--- config.mk ---
export PLATFORM = sky130hd
export DESIGN_NAME = gru_gate_row_scheduler
export DESIGN_NICKNAME = d
export VERILOG_FILES = /design/src/rtl/gru_ctrl_pkg.sv /design/src/rtl/gru_idx_delay_line.sv /design/src/rtl/gru_gate_row_scheduler.sv
export SDC_FILE = /design/constraint.sdc
export NUM_CORES = 1
export LEC_CHECK = 0
export CAP_MARGIN = 10
export CORE_ASPECT_RATIO = 0.7
export CORE_MARGIN = 3
export CORE_UTILIZATION = 29
export CTS_CLUSTER_SIZE = 14
export DETAILED_ROUTE_END_ITERATION = 10
export DONT_BUFFER_PORTS = 1
export GPL_ROUTABILITY_DRIVEN = 0
export GPL_TIMING_DRIVEN = 1
export HOLD_SLACK_MARGIN = 0.08
export PLACE_DENSITY = 0.43
export SETUP_SLACK_MARGIN = 0.15
export SLEW_MARGIN = 25
export SYNTH_ARGS = -nofsm -noshare
export SYNTH_HDL_FRONTEND = slang
export SYNTH_SLANG_ARGS = --single-unit
--- constraint.sdc ---
create_clock -name clk -period 2.3 [get_ports clk]
set_clock_uncertainty 0.15 [all_clocks]
set_input_delay 0.23 -clock clk [delete_from_list [all_inputs] [get_ports clk]]
set_output_delay 0.23 -clock clk [all_outputs]
set_load 0.005 [all_outputs]
--- src/rtl/gru_ctrl_pkg.sv ---
// Shared control types and latency constants for the GRU cell sequencers.
// The index delay-line depth follows from the memory and gate-element latencies.
package gru_ctrl_pkg;

    typedef enum logic [1:0] {
        IDLE,
        ISSUE,
        DRAIN,
        DONE
    } sched_state_t;

    localparam int MEM_RD_LAT     = 1;
    localparam int ELEM_LAT       = 1;
    localparam int IDX_PIPE_DEPTH = MEM_RD_LAT + ELEM_LAT;

endpackage

--- src/rtl/gru_idx_delay_line.sv ---
// Shift register of {valid, index} that tracks rows in flight through
// the weight memory and the gate element; clear drops every entry.
module gru_idx_delay_line #(
    parameter int DEPTH = 2,
    parameter int W     = 8
) (
    input  logic         clk,
    input  logic         clear_i,
    input  logic         valid_i,
    input  logic [W-1:0] data_i,
    output logic         head_valid_o,
    output logic         tail_valid_o,
    output logic [W-1:0] tail_data_o
);

    logic [DEPTH-1:0]        vld_q;
    logic [DEPTH-1:0][W-1:0] dat_q;

    // Advance every entry one stage per clock; clear empties the line.
    always_ff @(posedge clk) begin
        if (clear_i) begin
            vld_q <= '0;
            dat_q <= '0;
        end else begin
            vld_q[0] <= valid_i;
            dat_q[0] <= data_i;
            for (int i = 1; i < DEPTH; i++) begin
                vld_q[i] <= vld_q[i-1];
                dat_q[i] <= dat_q[i-1];
            end
        end
    end

    assign head_valid_o = vld_q[0];
    assign tail_valid_o = vld_q[DEPTH-1];
    assign tail_data_o  = dat_q[DEPTH-1];

endmodule

--- src/rtl/gru_gate_row_scheduler.sv ---
// Walks rows 0..H-1 through one shared GRU gate element, issuing weight
// reads and writing each returned gate value to the result buffer.
module gru_gate_row_scheduler
    import gru_ctrl_pkg::*;
#(
    parameter int H          = 256,
    parameter int INT_BITS   = 16,
    parameter int FRAC_BITS  = 8,
    parameter int DATA_WIDTH = INT_BITS + FRAC_BITS,
    parameter int IDX_W      = $clog2(H)
) (
    input  logic                         clk,
    input  logic                         reset,
    input  logic                         start,
    input  logic                         abort,
    output logic                         busy,
    output logic                         done,
    output logic                         mem_req,
    input  logic                         mem_grant,
    output logic [IDX_W-1:0]             mem_addr,
    output logic                         elem_valid_in,
    input  logic                         elem_valid_out,
    input  logic signed [DATA_WIDTH-1:0] elem_z,
    output logic                         res_we,
    output logic [IDX_W-1:0]             res_addr,
    output logic signed [DATA_WIDTH-1:0] res_data
);

    localparam int            CW   = IDX_W + 1;
    localparam logic [CW-1:0] LAST = CW'(H - 1);

    sched_state_t state_q, state_d;
    logic [CW-1:0] n_q, n_d;
    logic [CW-1:0] w_q, w_d;

    logic issue;
    logic last_wr;
    logic wr_fire;
    logic tail_vld;
    logic [IDX_W-1:0] tail_idx;

    logic                         res_we_q;
    logic [IDX_W-1:0]             res_addr_q;
    logic signed [DATA_WIDTH-1:0] res_data_q;

    assign issue   = (state_q == ISSUE) && mem_grant;
    assign last_wr = res_we_q && (w_q == LAST);
    assign wr_fire = elem_valid_out && tail_vld;

    assign mem_addr = n_q[IDX_W-1:0];
    assign res_we   = res_we_q;
    assign res_addr = res_addr_q;
    assign res_data = res_data_q;

    // Next state, counters and control outputs; abort overrides all of it.
    always_comb begin
        state_d = state_q;
        n_d     = n_q;
        w_d     = w_q;
        mem_req = 1'b0;
        busy    = 1'b0;
        done    = 1'b0;
        if (res_we_q) begin
            w_d = w_q + 1'b1;
        end
        unique case (state_q)
            IDLE: begin
                if (start) begin
                    state_d = ISSUE;
                    n_d     = '0;
                    w_d     = '0;
                end
            end
            ISSUE: begin
                mem_req = 1'b1;
                busy    = 1'b1;
                if (issue) begin
                    n_d = n_q + 1'b1;
                    if (n_q == LAST) begin
                        state_d = DRAIN;
                    end
                end
            end
            DRAIN: begin
                busy = 1'b1;
                if (last_wr) begin
                    state_d = DONE;
                end
            end
            DONE: begin
                done    = 1'b1;
                state_d = IDLE;
            end
            default: state_d = IDLE;
        endcase
        if (abort) begin
            state_d = IDLE;
            n_d     = '0;
            w_d     = '0;
        end
    end

    // State and counter registers.
    always_ff @(posedge clk) begin
        if (reset) begin
            state_q <= IDLE;
            n_q     <= '0;
            w_q     <= '0;
        end else begin
            state_q <= state_d;
            n_q     <= n_d;
            w_q     <= w_d;
        end
    end

    // Register a result when the element answers for a tracked row.
    always_ff @(posedge clk) begin
        if (reset) begin
            res_we_q   <= 1'b0;
            res_addr_q <= '0;
            res_data_q <= '0;
        end else begin
            res_we_q <= wr_fire && !abort;
            if (wr_fire && !abort) begin
                res_addr_q <= tail_idx;
                res_data_q <= elem_z;
            end
        end
    end

    gru_idx_delay_line #(
        .DEPTH (IDX_PIPE_DEPTH),
        .W     (IDX_W)
    ) u_idx_dl (
        .clk          (clk),
        .clear_i      (reset || abort),
        .valid_i      (issue),
        .data_i       (mem_addr),
        .head_valid_o (elem_valid_in),
        .tail_valid_o (tail_vld),
        .tail_data_o  (tail_idx)
    );

endmodule

======== Word-level counts from Yosys, hierarchy flattened ========
Cells that the tools add are included.
storage, ports and cells
  latch bits .............................. 0
  memory bits (read-only) ................. 0
  memories kept ........................... 0
  output and inout port bits .............. 45
  RAM bits ................................ 0
  flip-flop bits (word level) ............. 71
  bits of input ports ..................... 30
cells by class
  multiply operators ...................... 0
  order comparisons ....................... 0
  shift operators ......................... 0
  add/subtract/negate cells ............... 2
  bitwise gates (word level) .............. 0
  reductions and logical operators ........ 12
  eq/ne operators ......................... 9
  div/mod/pow operators ................... 0
  mux-type cells .......................... 14
operators by type and width
  kind                   number
  $mux W9                5
  $add A9 B1 Y9 const B  2
  $eq A9 B8 Y1 const B   2
  $pmux W9 S2            1
  $mux W2                4
  $pmux W2 S4            1
  $eq A2 B2 Y1 const B   2
  $logic_and A1 B1 Y1    4
  $ne A2 B1 Y1 const B   2
  $ne A2 B2 Y1 const B   2
  $reduce_and A4 Y1      1
  $reduce_or A2 Y1       2
  $mux W1                3
  $reduce_and A3 Y1      1
  $eq A2 B1 Y1 const B   1
  $logic_not A2 Y1       1
  $reduce_bool A2 Y1     1
  $logic_not A1 Y1       1
  $logic_or A1 B1 Y1     1

======== Logic depth before layout (Yosys ltp) ========
  depth after elaboration ................. 4
  depth in mapped cells ................... 7
  depth with buffers taken out ............ 7

======== Hierarchy ========
A second synthesis with hierarchy kept.
unflattened totals
  cells, all modules ...................... 324
  area, all modules ....................... 2786.4 um^2
modules (own cells, without submodules)
  module                  seq. area each (um^2)  area an instance (um^2)  cells an instance  times used
  gru_gate_row_scheduler  1061.0                 2237.1                   279                1
  gru_idx_delay_line      360.3                  549.3                    45                 1

======== Least setup slack after synthesis ========
OpenSTA, ideal clock, no wires.
  kind .................................... register to register
  start ................................... register state_q[0]
  end ..................................... register n_q[5]
  required time ........................... 2.078 ns
  buffers on the path ..................... 2
  clock period less this slack ............ 1.806 ns
  data arrival time ....................... 1.585 ns
  cell stages (with the launch flop) ...... 8
  slack ................................... 0.494 ns
  cell sequence ........................... dfxtp_1 > inv_1 > ha_1 > nor2b_1 > clkbuf_1 > buf_2 > nor4_1 > mux2i_1
on the way
  cells in the longest elaborated chain, start to end .. 4
RTL lines
  element                             RTL line                                                    source
  start: declaration                  gru_gate_row_scheduler.sv:32                                sched_state_t state_q, state_d;
  start signal: assignment            gru_gate_row_scheduler.sv:110                               state_q <= state_d;
  $eq A2 B1 Y1                        gru_gate_row_scheduler.sv:46, gru_gate_row_scheduler.sv:66
  $logic_and A1 B1 Y1                 gru_gate_row_scheduler.sv:46                                assign issue = (state_q == ISSUE) && mem_grant;
  $ne A2 B1 Y1 (no source line)       --
  $reduce_and A3 Y1 (no source line)  --
  end signal: assignment              gru_gate_row_scheduler.sv:111                               n_q <= n_d;
  end: declaration                    gru_gate_row_scheduler.sv:33                                logic [CW-1:0] n_q, n_d;
Several ways; a longest one is shown, not always the timed one.
A chain may end at the register's enable or synchronous reset.

======== Worst setup path in the final report ========
  start ................................... register state_q[1]
  end ..................................... register n_q[7]
The elaborated chain is that of the path after synthesis.

==> flow_summary.ini <==
[floorplan]
ios = 75
initial_core_util = 0.311
dieArea_um2 = 10700
row_count = 28
die_width_um = 122
die_h_um = 87.3
coreArea_um2 = 8790

[layout]
final_nets = 379
drive_gt1_frac = 0.0756
layout_commonest_cell = nand2_1
syn_to_final_growth_pct = 27.0
num_antenna_cells = 0
mostFrequentLayoutCells = nand2_1 (76), dfxtp_1 (71), a21oi_1 (40)
utilization = 0.395
nFillCells = 896
finish.instance_area_um2 = 3480
finalNonFillerCells = 464

[global_routing]
grt_pass1_wl_um = 9760
antenna_found_initial = 0
grt_max_degree = 36
first_global_vias = 1930
grt_overflow = 0
track_usage = 0.120

[synth]
async_reset_ff_frac = 0
synth_mux_area_frac = 0.0219
ys_ff_latch = 71
synth-edff-count = 0
seq_area_frac_synth = 0.519
syn_nets = 352
synthAdderAreaFrac = 0.0411
synth_top_family_by_area = simple AND/OR/NAND/NOR gates
yosys_warnings = 0
synth_compound_area_frac = 0.110
ys.flop_type = dfxtp_1
syn_area_um2 = 2740
synth_xor_area_frac = 0.0128
syn_inst = 313
yosys.area_share.simple = 0.236
synth.distinct_cells = 31
syn_avg_cell_area_um2 = 8.75

[clock_network]
path_clk_slew_ns = 0.05
htreeDepth = 3
clock_sinks = 71
cts_tree = yes
root_buffer = clkbuf_16
post_cts_buffers = 0
cts_buffers = 9
insertion_delay_ns = 0.33
clockBufferDepth = 2

[timing]
final_hold_viol_count = 0
final.setup.tns_ns = 0
setup_viol_count_final = 0
period_needed_ns = 1.96
tightest_slew_ns = 0.447
max_clock_freq_ghz = 0.509
rsz0062_at_grt = no
relSlewSlack = 0.699
whs_ns = 0.100
period_share = 0.854
drv_slew = 0

[routing]
wl_per_cell_um = 13.6
drt-total-wl_um = 6290
ant_nets = 0
dr.pass1.iters = 4
vias = 2104
drtIter0Drc = 120
drc = 0
viasPerCell = 4.53

[worst_hold_path]
hold_class = input port to flop

[power_and_ir_drop]
p_per_area_nw_per_um2 = 808
ir_drop_mv = 0.335
power_leakage_uw = 0.00122

[setup_path]
start_kind = flop
cp_max_fo = 12
critPathCaptureType = flop
critPathArrivalTime_ns = 2.07
criticalPathCategory = flop to flop
cp_data_required_time_ns = 2.41

[place]
io_buffer_count = 0
numPlacedInstances = 416
dpl_cell_area_um2 = 2810
dp_hpwl_um = 4060

[run]
drv_cap = 0

[status]
status = finished, final reports clean
-- stage by stage --
| stage | total power (uW) | worst slack [ns] |
|---|---|---|
| 2_1_floorplan | 1320 | 0.494 |
| 3_3_place_gp | 1320 | 0.350 |
| 3_5_place_dp | 1330 | 0.349 |
| 4_1_cts | 2870 | 0.318 |
| 5_1_grt | 2930 | 0.193 |
| 6_report | 2810 | 0.336 |
-- critical path: stages (launching register included) --
cell and delay, ns:
dfxtp_1 0.39, inv_1 0.10, ha_1 0.29, mux2i_1 0.15, buf_4 0.18, nor4_1 0.41
mux2i_1 0.22
-- cell families after synthesis --
logic type | after synthesis
AO/OA/AOI/OAI | 54
XOR/XNOR | 4
adder cells (fa/ha/maj) | 9
buffers and inverters | 31
flip-flops | 71
multiplexers | 6
AND/OR/NAND/NOR | 138
-- metal layers --
| layer | up-vias | part of all wire | global-route usage |
|---|---|---|---|
| met1 | 940 | 0.48 | 0.149 |
| met3 | 9 | 0.095 | 0.0766 |
| met5 | - | 0 | 0 |
| met4 | 0 | 0.011 | 0.0396 |
| met2 | 62 | 0.41 | 0.168 |
| li1 | 1093 | - | - |
-- registers in the layout, indices dropped and copies added, names as in the netlist --
signal / cells
res_we: 1
w_q: 9
res_addr: 8
n_q: 9
res_data: 24
u_idx_dl.tail_data_o: 8
state_q: 2
u_idx_dl.dat_q: 8
u_idx_dl.vld_q: 2
-- final cells by class --
type                    count  area [um^2]  share of cell area
multi-input cells         211         1160               0.335
clock buffers              12          246              0.0709
repair buffers             42          408               0.117
well taps                 120          150              0.0432
clock inverters             3         67.6              0.0194
inverters                   5         18.8             0.00540
flip-flops and latches     71         1420               0.409
-- path summary, 6_finish.rpt --
kind / end / cells after the start / start / slack [ns]
max: n_q[7] / 6 / state_q[1] / 0.34
max reg2reg: n_q[7] / 6 / state_q[1] / 0.34
min reg2reg: u_idx_dl.tail_data_o[6] / 1 / u_idx_dl.dat_q[6] / 0.27
min: state_q[1] / 3 / mem_grant / 0.10
-- power breakdown --
| part | internal [uW] | leakage, uW | switching [uW] |
|---|---|---|---|
| Clock | 973 | 0.000149 | 485 |
| Combinational | 54.5 | 0.000498 | 61.8 |
| Sequential | 1230 | 0.000572 | 2.83 |
-- repair_timing --
| action | CTS | global route |
|---|---|---|
| endpoints found under the hold margin | 44 | 0 |
| hold buffers | 33 | 0 |
| endpoints found under the setup margin | 0 | 2 |
| gates resized for setup | 0 | 2 |
-- Yosys cell counts, drive strengths merged (6+ instances only) --
library cell | instances | share of area
mux2i | 6 | 0.022
dfxtp | 71 | 0.52
and2 | 17 | 0.039
clkbuf | 11 | 0.015
a21oi | 40 | 0.073
ha | 9 | 0.041
nand2 | 76 | 0.10
buf | 15 | 0.037
nand3 | 10 | 0.018
nor2 | 11 | 0.015
No activity file was read; power rests on OpenSTA's default activity.
